$ cat src/rtl/arb_req_queue.sv
// ============================================================================
// Module   : arb_req_queue
// Purpose  : Per-channel request FIFOs feeding a round-robin arbiter, with a
//            registered valid/ready output stage loaded by the one-hot grant.
// Revision : 1.0
// ============================================================================
`default_nettype none

module arb_req_queue #(
    parameter int WIDTH  = 8,
    parameter int DATA_W = 32,
    parameter int DEPTH  = 2
) (
    input  logic                     clk,
    input  logic                     rst,
    input  logic [WIDTH-1:0]         in_valid,
    output logic [WIDTH-1:0]         in_ready,
    input  logic [WIDTH*DATA_W-1:0]  in_data,
    output logic [WIDTH-1:0]         req,
    input  logic [WIDTH-1:0]         grt,
    output logic                     out_valid,
    input  logic                     out_ready,
    output logic [DATA_W-1:0]        out_data,
    output logic [WIDTH-1:0]         out_src,
    output logic                     grt_err
);

    localparam int PTR_W = $clog2(DEPTH);
    localparam int CNT_W = PTR_W + 1;
    localparam logic [CNT_W-1:0] C_DEPTH = CNT_W'(DEPTH);

    logic                           r_out_valid;
    logic [DATA_W-1:0]              r_out_data;
    logic [WIDTH-1:0]               r_out_src;
    logic                           r_grt_err;

    logic                           w_slot_free;
    logic [WIDTH-1:0]               w_nonempty;
    logic [WIDTH-1:0]               w_pop;
    logic                           w_onehot;
    logic                           w_legal;
    logic                           w_illegal;
    logic [WIDTH-1:0][DATA_W-1:0]   w_head_ch;
    logic [DATA_W-1:0]              w_head;

    assign w_slot_free = !r_out_valid | out_ready;
    assign req         = w_nonempty & {WIDTH{w_slot_free}};

    assign w_onehot  = (grt != '0) && ((grt & (grt - WIDTH'(1))) == '0);
    assign w_legal   = w_onehot && ((grt & req) == grt);
    assign w_illegal = (grt != '0) && !w_legal;
    assign w_pop     = grt & {WIDTH{w_legal}};

    generate
        for (genvar i = 0; i < WIDTH; i++) begin : g_ch
            logic [DATA_W-1:0] r_mem [DEPTH];
            logic [PTR_W-1:0]  r_wptr;
            logic [PTR_W-1:0]  r_rptr;
            logic [CNT_W-1:0]  r_count;
            logic              w_push;

            // Space is judged on the registered count only: a full channel
            // refuses a push even while it is being popped.
            assign in_ready[i]   = (r_count < C_DEPTH);
            assign w_push        = in_valid[i] & in_ready[i];
            assign w_nonempty[i] = (r_count != '0);
            assign w_head_ch[i]  = r_mem[r_rptr];

            always_ff @(posedge clk or negedge rst) begin
                if (!rst) begin
                    r_wptr  <= '0;
                    r_rptr  <= '0;
                    r_count <= '0;
                end else begin
                    if (w_push)
                        r_wptr <= r_wptr + PTR_W'(1);
                    if (w_pop[i])
                        r_rptr <= r_rptr + PTR_W'(1);
                    case ({w_push, w_pop[i]})
                        2'b10:   r_count <= r_count + CNT_W'(1);
                        2'b01:   r_count <= r_count - CNT_W'(1);
                        default: r_count <= r_count;
                    endcase
                end
            end

            always_ff @(posedge clk) begin
                if (w_push)
                    r_mem[r_wptr] <= in_data[i*DATA_W +: DATA_W];
            end
        end
    endgenerate

    always_comb begin
        w_head = '0;
        for (int i = 0; i < WIDTH; i++) begin
            if (grt[i])
                w_head = w_head | w_head_ch[i];
        end
    end

    always_ff @(posedge clk or negedge rst) begin
        if (!rst) begin
            r_out_valid <= 1'b0;
            r_out_data  <= '0;
            r_out_src   <= '0;
            r_grt_err   <= 1'b0;
        end else begin
            if (w_legal) begin
                r_out_valid <= 1'b1;
                r_out_data  <= w_head;
                r_out_src   <= grt;
            end else if (out_ready) begin
                r_out_valid <= 1'b0;
            end
            if (w_illegal)
                r_grt_err <= 1'b1;
        end
    end

    assign out_valid = r_out_valid;
    assign out_data  = r_out_data;
    assign out_src   = r_out_src;
    assign grt_err   = r_grt_err;

endmodule

`default_nettype wire

$ cat config.mk
export PLATFORM = sky130hd
export DESIGN_NAME = arb_req_queue
export DESIGN_NICKNAME = d
export VERILOG_FILES = /design/src/rtl/arb_req_queue.sv
export SDC_FILE = /design/constraint.sdc
export NUM_CORES = 1
export LEC_CHECK = 0
export BUFFER_PORTS_ARGS = -buffer_cell sky130_fd_sc_hd__buf_2
export CAP_MARGIN = 20
export CORE_MARGIN = 3
export CORE_UTILIZATION = 30
export DETAILED_ROUTE_END_ITERATION = 10
export GPL_ROUTABILITY_DRIVEN = 1
export PLACE_DENSITY = 0.55
export SLEW_MARGIN = 20
export SYNTH_ARGS = -nofsm -noshare
export SYNTH_HDL_FRONTEND = slang
export SYNTH_SLANG_ARGS = --single-unit
$ cat constraint.sdc
create_clock -name clk -period 3.2 [get_ports clk]
set_input_delay 0.16 -clock clk [delete_from_list [all_inputs] [get_ports clk]]
set_output_delay 0.16 -clock clk [all_outputs]
set_load 0.03 [all_outputs]
* After elaboration in Yosys (flattened, before gate mapping)
Memory sizes are Yosys's and may differ from the RTL's.
Index checks and enable logic that the tools add are counted.
** Word-level totals
- Register bits after elaboration :: 74
- Memory bits (writable) :: 512
- Input port bits :: 275
- Output and inout port bits :: 58
- Memories :: 8
** Operators by class
- Add/subtract/negate cells :: 33
- Order comparisons :: 8
- Eq/ne operators :: 17
- Mux-type cells :: 34
- Bitwise gates (word level) :: 20
- Reductions and logical operators :: 24
** Memories
- g_ch[0].r_mem :: words 2, width 32, rd ports 1, clocked after Yosys merged registers in 0, write ports 1, line 56 : logic [DATA_W-1:0] r_mem [DEPTH];
- g_ch[1].r_mem :: words 2, width 32, rd ports 1, clocked after Yosys merged registers in 0, write ports 1, line 56
- g_ch[2].r_mem :: words 2, width 32, rd ports 1, clocked after Yosys merged registers in 0, write ports 1, line 56
- g_ch[3].r_mem :: words 2, width 32, rd ports 1, clocked after Yosys merged registers in 0, write ports 1, line 56
- g_ch[4].r_mem :: words 2, width 32, rd ports 1, clocked after Yosys merged registers in 0, write ports 1, line 56
- g_ch[5].r_mem :: words 2, width 32, rd ports 1, clocked after Yosys merged registers in 0, write ports 1, line 56
- +2 memories
** Operator list (count)
- $mux W32 :: 8
- $or A32 B32 Y32 :: 7
- $reduce_bool A2 Y1 :: 17
- $and A8 B8 Y8 :: 4
- $pmux W2 S2 :: 8
- $mux W1 :: 18
- $add A1 B1 Y1 const B :: 16
- $add A2 B1 Y2 const B :: 8
- $eq A2 B1 Y1 const B :: 8
- $eq A2 B2 Y1 const B :: 8
- $lt A2 B2 Y1 const B :: 8
- $sub A2 B1 Y2 const B :: 8
- $and A1 B1 Y1 :: 8
- $eq A8 B8 Y1 :: 1
- $logic_not A8 Y1 :: 1
- $reduce_bool A8 Y1 :: 1
- $sub A8 B1 Y8 const B :: 1
- $logic_and A1 B1 Y1 :: 3
- $logic_not A1 Y1 :: 2
- $or A1 B1 Y1 :: 1

* Depth between registers and ports, before layout
Gate-level depths: netlist of the first run.
An unclocked memory read counts as a cell.
- Depth in word-level cells :: 16
- Mapped depth :: 12
- Mapped depth without buffers :: 10

* Worst setup path before layout of the first run
OpenSTA, ideal clock, no wires.
- Kind :: input to register
- From :: in grt[2]
- To :: reg g_ch[0].r_count[1]
- Arrival time :: 2.524 ns
- Data required time :: 3.067 ns
- Slack :: 0.543 ns
- Stages on the path :: 11
- Buffers on the path :: 2
- Path through :: buf_2 -> or4_4 -> or3_1 -> mux2i_1 -> nor3_2 -> buf_6 -> nand3_1 -> inv_1 -> ha_1 -> nor2_1 -> xnor2_1
** Between the ends
- Longest elaborated chain between the ends :: 8
- Elaborated cells on any way between the ends :: 13
- Those cells by class :: add/sub: 1; eq/ne: 3; mux: 1; bitwise: 3; reduce/logical: 5
** RTL lines
- from (decl) :: line 20 : input logic [WIDTH-1:0] grt,
- $sub A8 B1 Y8 :: line 49 : assign w_onehot = (grt != '0) && ((grt & (grt - WIDTH'(1))) == '0);
- $and A8 B8 Y8 :: line 49
- $logic_not A8 Y1 :: line 49
- $logic_and A1 B1 Y1 :: line 49
- $logic_and A1 B1 Y1 (*) :: line 50 : assign w_legal = w_onehot && ((grt & req) == grt);
- $and A8 B8 Y8 (*) :: line 52 : assign w_pop = grt & {WIDTH{w_legal}};
- via w_pop[0] :: line 39 : logic [WIDTH-1:0] w_pop;
- $eq A2 B1 Y1 or $eq A2 B2 Y1 (tied branches) :: line 79 : case ({w_push, w_pop[i]})
- $pmux W2 S2 or $reduce_bool A2 Y1 (tied branches)
- to (signal assigned) :: line 80 : 2'b10: r_count <= r_count + CNT_W'(1);
- to (signal assigned) :: line 81 : 2'b01: r_count <= r_count - CNT_W'(1);
- to (signal assigned) :: line 82 : default: r_count <= r_count;
- to (decl) :: line 59 : logic [CNT_W-1:0] r_count;
Mark *: on every way through the listed nets, which the timed path passes. The rest lies on a longest branch.
A chain may end at the register's enable or synchronous reset.

* Worst setup path after layout of the first run
- From :: in grt[1]
- To :: reg r_out_data[13] (netlist: out_data[13])
** Between the ends
- Longest elaborated chain between the ends :: 13
- Elaborated cells on any way between the ends :: 21
- Those cells by class :: add/sub: 1; eq/ne: 1; mux: 7; bitwise: 8; reduce/logical: 4
** RTL lines
- $mux W32 :: line 97 : if (grt[i])
- $or A32 B32 Y32 :: line 98 : w_head = w_head | w_head_ch[i];
- $mux W32 :: line 97
- $or A32 B32 Y32 :: line 98
- $mux W32 :: line 97
- $or A32 B32 Y32 :: line 98
- $mux W32 :: line 97
- $or A32 B32 Y32 :: line 98
- $mux W32 :: line 97
- $or A32 B32 Y32 :: line 98
- $mux W32 :: line 97
- $or A32 B32 Y32 :: line 98
- $mux W32 :: line 97
- to (signal assigned) :: line 111 : r_out_data <= w_head;
- to (decl) :: line 33 : logic [DATA_W-1:0] r_out_data;
Parallel ways exist; a longest one is shown, timed or not.

==> flow_summary.ini, run 1 <==
[status]
outcome = finished, final reports clean

[route]
wl_per_cell_um = 22.4
wirelength_mm = 68.6
routed_via_density = 4.68
dr_wl_met2_mm = 34.9
highest_layer = met5
vias = 14300
first_pass_iters = 4
drc = 0
wl_met3_mm = 4.33
first_iter_violations = 856
drt-met1-wl_mm = 27.3
antenna_left = 0

[global_route]
grt_pass1_vias = 15000
grt-ovfl-total = 0
track_usage = 0.170
grt_antenna_before_repair = 7
grt_start_max_net_pins = 75
grt_first_pass_wirelength_mm = 97.6

[sta]
slew_headroom = 0.357
worstMarginPinSlew_ps = 963
max_freq_mhz = 359
setup_viol = 0
period_needed_ps = 2790
hold_violations = 0
rsz0062_at_grt = false
tns_ps = 0
slew_viol_final = 0
period_share = 0.871
finClkSkew_ps = 26.4

[critical_path]
r2r-start = out_valid
cp.arrival_ps = 3310
start_kind = input port
critPathCaptureType = flip-flop
worst-r2r-cell-count = 7
reg2reg_setup_slack_ps = 510
rr_endpoint = g_ch[2].r_count[1]
critPathKind = input port to flip-flop
cp_max_fo = 58
worstPathRequired_ps = 3720

[clocking]
insertion_delay_ps = 610
holdBufCountCts = 271
clock-sinks = 586
cts_buffer_depth = 3
cts_setup_buffers = 0
cts_max_level = 3
cts_tree = done
post_cts_resized = 0
cts-root-buf = clkbuf_16
cts_buffers = 68
cts.reportedPaths.clkPinSlew_ps = 60

[power_and_ir_drop]
ir_drop_v = 0.000546
total_power_mw = 25.3
power_density_nw_per_um2 = 823
p_leak_nw = 11.4

[layout]
drive_gt1_frac = 0.282
area_delta_synth_final_pct = 34.7
utilization = 0.410
layout.nets = 2312
instances_no_fill = 3058

[flow_run]
cap_violations = 0

[worst_hold_path]
min_path_cells = 3
hp-start = out_ready
hp-class = input port to flip-flop
whs_endpoint = out_valid

[placed_design]
place.port_buffers = 332
place_congestion = 0.821
dp_hpwl_mm = 48.8
dpl.cell_count = 2656

[synth]
synth_cells = 1390
synth_area_per_cell_um2 = 16.4
synthArstFlopShare = 0.126
synth_top_cell_by_area = edfxtp_1
synthFlopType = edfxtp_1
synth_edf_count = 512
synth_seq_cells = 586
synth_area_leaders = edfxtp_1 67%, dfrtp_1 8.1%, mux2i_1 7.1%, mux2_2 4.7%, o21ai_0 2.2%
yosysSeqAreaShare = 0.755
syn_area_um2 = 22800
ys.warnings.count = 0
synthesis.nets = 1673
yosysTopAreaCellShare = 0.674
synth_cell_types = 36

[floorplan]
row_count = 100
initial_utilization = 0.305
die_w_um = 282
dieArea_um2 = 79400
die_h_um = 282
coreArea_um2 = 74900
io_pins = 333
power breakdown:
part,total [mW],internal [mW],switching (mW)
sequential,10.8,10.1,0.661
clock,7.70,4.58,3.12
combinational,6.81,2.53,4.28
layer usage:
layer | vias up | global-route usage
met5 | - | 0
li1 | 6618 | -
met3 | 94 | 0.0412
met1 | 7169 | 0.204
met4 | 8 | 0.0582
met2 | 427 | 0.298
area by class of cell:
type | count | area [um^2]
sequential | 586 | 17200
tap | 969 | 1210
antenna | 5 | 12.5
inverter | 18 | 67.6
timing repair buffer | 644 | 4710
clock inverter | 36 | 308
multi-input combinational | 711 | 5270
fill | 6877 | 44200
clock buffer | 89 | 1930
flip-flops by register name, indices dropped and copies added (netlist names):
name,flops
grt_err,1
g_ch.r_count,16
out_src,8
g_ch.r_wptr,8
out_valid,1
g_ch.r_rptr,8
g_ch.r_mem,512
out_data,32
layout by cell type, fill, tap and decap left out, types with 27 or more instances in the layout:
cell	synthesis	layout
a21oi_1	32	32
a31oi_1	32	32
buf_4	1	39
nor4_1	32	32
buf_2	4	331
nor2_1	35	27
mux2_2	96	96
mux2i_1	161	161
dlygate4sd3_1	0	271
nand2_1	105	105
o21ai_0	100	100
o22ai_1	33	33
edfxtp_1	512	512
clkbuf_16	0	72
xnor2_1	37	37
dfrtp_1	74	69
cell usage after synthesis (2+ instances only):
master      n
dfrtp_1    74
nor2_1     35
nand2_1   105
xor2_1      4
a31oi_1    32
buf_1      16
buf_6       4
mux2_2     96
inv_1      18
nor4_1     32
a21bo_2     2
ha_1        8
nand3_1     5
a21oi_1    32
edfxtp_1  512
a21o_1      4
clkbuf_1   50
mux2i_1   161
xnor2_1    37
a21bo_1     3
buf_2       4
o21ai_0   100
and3_1     11
o22ai_1    33
per-stage QoR:
step | cell area, um^2 | hold slack (ps) | worst slack (ps)
after CTS | 30700 | 22.9 | 488
after global placement | 25800 | 348 | 394
after detailed placement | 25800 | 351 | 288
after floorplan | 22800 | -136 | 543
after global routing | 30700 | 84.4 | 237
final | 30700 | 78.5 | 413
worst max path at each step:
stage | cells after the start | end | slack (ps) | startpoint
after floorplan | 11 | g_ch[0].r_count[1] | 540 | grt[2]
after global placement | 8 | out_data[13] | 390 | grt[2]
after detailed placement | 8 | out_data[13] | 290 | grt[2]
after CTS | 9 | out_data[16] | 490 | grt[1]
after global routing | 9 | out_data[8] | 240 | grt[1]
final | 9 | out_data[13] | 410 | grt[1]
worst max-delay path, stage by stage:
cell and delay, ps:
dlygate4sd3_1 530, buf_2 170, or4_4 500, or3_1 350, mux2i_1 170, nor3_4 480, buf_4 580, a21oi_1 140
a31oi_1 180
kinds of logic (layout without fill, tap and decap cells):
| group | count (synthesis) | count (layout) | share of synthesized area |
|---|---|---|---|
| buf+inv | 93 | 787 | 0.0170 |
| fa+ha+maj | 8 | 8 | 0.00439 |
| other cells | 0 | 5 | 0 |
| simple gates | 195 | 195 | 0.0384 |
| compound gates | 210 | 210 | 0.0518 |
| xor+xnor | 41 | 41 | 0.0157 |
| flops | 586 | 586 | 0.755 |
| mux | 257 | 257 | 0.118 |
Power figures use the tool's default switching activity.
==> inputs of run 2 (changes only) <==
- CELL_PAD_IN_SITES_DETAIL_PLACEMENT: unset -> 1
- CELL_PAD_IN_SITES_GLOBAL_PLACEMENT: unset -> 1
- PLACE_DENSITY: 0.55 -> 0.62
==> flow_summary.ini, run 2 (synthesized netlist as in run 1, its figures left out) <==
[global_route]
track_usage = 0.180
grt_first_pass_wirelength_mm = 104
grt_antenna_before_repair = 6
grt_start_max_net_pins = 61
grt_pass1_vias = 15900
grt-ovfl-total = 0

[sta]
finClkSkew_ps = 28.0
period_needed_ps = 2780
rsz0062_at_grt = false
max_freq_mhz = 359
slew_headroom = 0.378
period_share = 0.870
setup_viol = 0
worstMarginPinSlew_ps = 932
hold_violations = 0
tns_ps = 0
slew_viol_final = 0

[floorplan]
initial_utilization = 0.305
coreArea_um2 = 74900
dieArea_um2 = 79400
io_pins = 333
row_count = 100
die_h_um = 282
die_w_um = 282

[placed_design]
dp_hpwl_mm = 50.9
place.port_buffers = 332
dpl.cell_count = 2656
place_congestion = 0.820

[layout]
instances_no_fill = 3055
layout.nets = 2311
area_delta_synth_final_pct = 34.9
top_register = g_ch.r_mem
final_cell_mix = 512 x edfxtp_1, 331 x buf_2, 269 x dlygate4sd3_1
drive_gt1_frac = 0.284
nFillCells = 7633
multi_input_area_um2 = 5280
final_common_cell = edfxtp_1
largest_reg_flops = 512
ff_latch_area_um2 = 17200

[route]
wl_per_cell_um = 23.6
wirelength_mm = 72.0
routed_via_density = 4.72
first_iter_violations = 910
antenna_left = 0
first_pass_iters = 5
vias = 14400
drc = 0

[critical_path]
path_common_cell = buf_4
cpMaxStageDelayCell = dlygate4sd3_1
cp.arrival_ps = 3300
cpPeakStageDelay_ps = 540
crit_chain = dlygate4sd3_1 -> buf_2 -> or4_4 -> or3_1 -> mux2i_1 -> nor3_4 -> buf_4 -> buf_4 -> a21oi_1 -> a31oi_1
critPathKind = input port to flip-flop
cp_max_fo = 60
worstPathRequired_ps = 3720
worst-r2r-cell-count = 10
critPathCaptureType = flip-flop
start_kind = input port

[status]
outcome = finished, final reports clean

[clocking]
clock-sinks = 586
cts-root-buf = clkbuf_16
cts_buffers = 68
cts_max_level = 3
cts_buffer_depth = 3
cts_tree = done
cts.reportedPaths.clkPinSlew_ps = 60
post_cts_resized = 0
insertion_delay_ps = 610

[power_and_ir_drop]
ir_drop_v = 0.000568
p_leak_nw = 11.4
power_density_nw_per_um2 = 830

[worst_hold_path]
hp-class = input port to flip-flop
min_path_cells = 3

[flow_run]
cap_violations = 0
[run 2: area by class of cell]
type | count | share of cell area
clock inverter | 39 | 0.0137
tap | 969 | 0.0394
inverter | 18 | 0.00220
timing repair buffer | 643 | 0.153
clock buffer | 85 | 0.0601
sequential | 586 | 0.560
multi-input combinational | 711 | 0.171
antenna | 4 | 0.000325
[run 2: metal layers]
metal  share of wire  track usage  vias to the layer above
li1                -            -                     6616
met1            0.39        0.211                     7335
met2            0.52        0.325                      372
met3           0.054       0.0403                      100
met4           0.030       0.0613                        4
met5         0.00035            0                        -
[run 2: worst max-delay path: cells and delay by family]
kind / cells / cell delay [ps]
buf+inv: 4 / 1410
mux: 1 / 170
simple gates: 3 / 1170
compound gates: 2 / 330
[run 2: worst paths after layout]
path / to / slack [ps] / start
max in group asynchronous: out_data[30] / 2160 / rst
min in group asynchronous: g_ch[3].r_wptr / 130 / rst
worst max register to register: g_ch[5].r_count[1] / 450 / out_valid
worst max-delay path: out_data[8] / 420 / grt[1]
worst min-delay path: g_ch[5].r_wptr / 50 / in_valid[5]
worst min register to register: grt_err / 480 / grt_err
[run 2: what timing repair did]
| action | 4_1_cts | 5_1_grt |
|---|---|---|
| endpoints found under the hold margin | 569 | 0 |
| hold buffers | 269 | 0 |
| setup buffers | 0 | 0 |
[run 2: where the power goes]
part	internal (mW)	total (mW)	switching [mW]	leakage, nW
combinational	2.54	6.77	4.22	4.76
clock	4.76	7.86	3.10	1.11
sequential	10.1	10.9	0.800	5.56
[run 2: through the flow]
step	total power, mW	area, um^2	hold slack, ps	setup WS (ps)	util
floorplan	14.9	22800	-136	543	-
global placement	17.5	25800	206	429	0.344
global route	26.8	30800	72.9	228	0.411
CTS	25.9	30700	25.7	494	0.410
finish	25.5	30800	46.8	416	0.411
detailed placement	17.7	25800	218	268	0.344
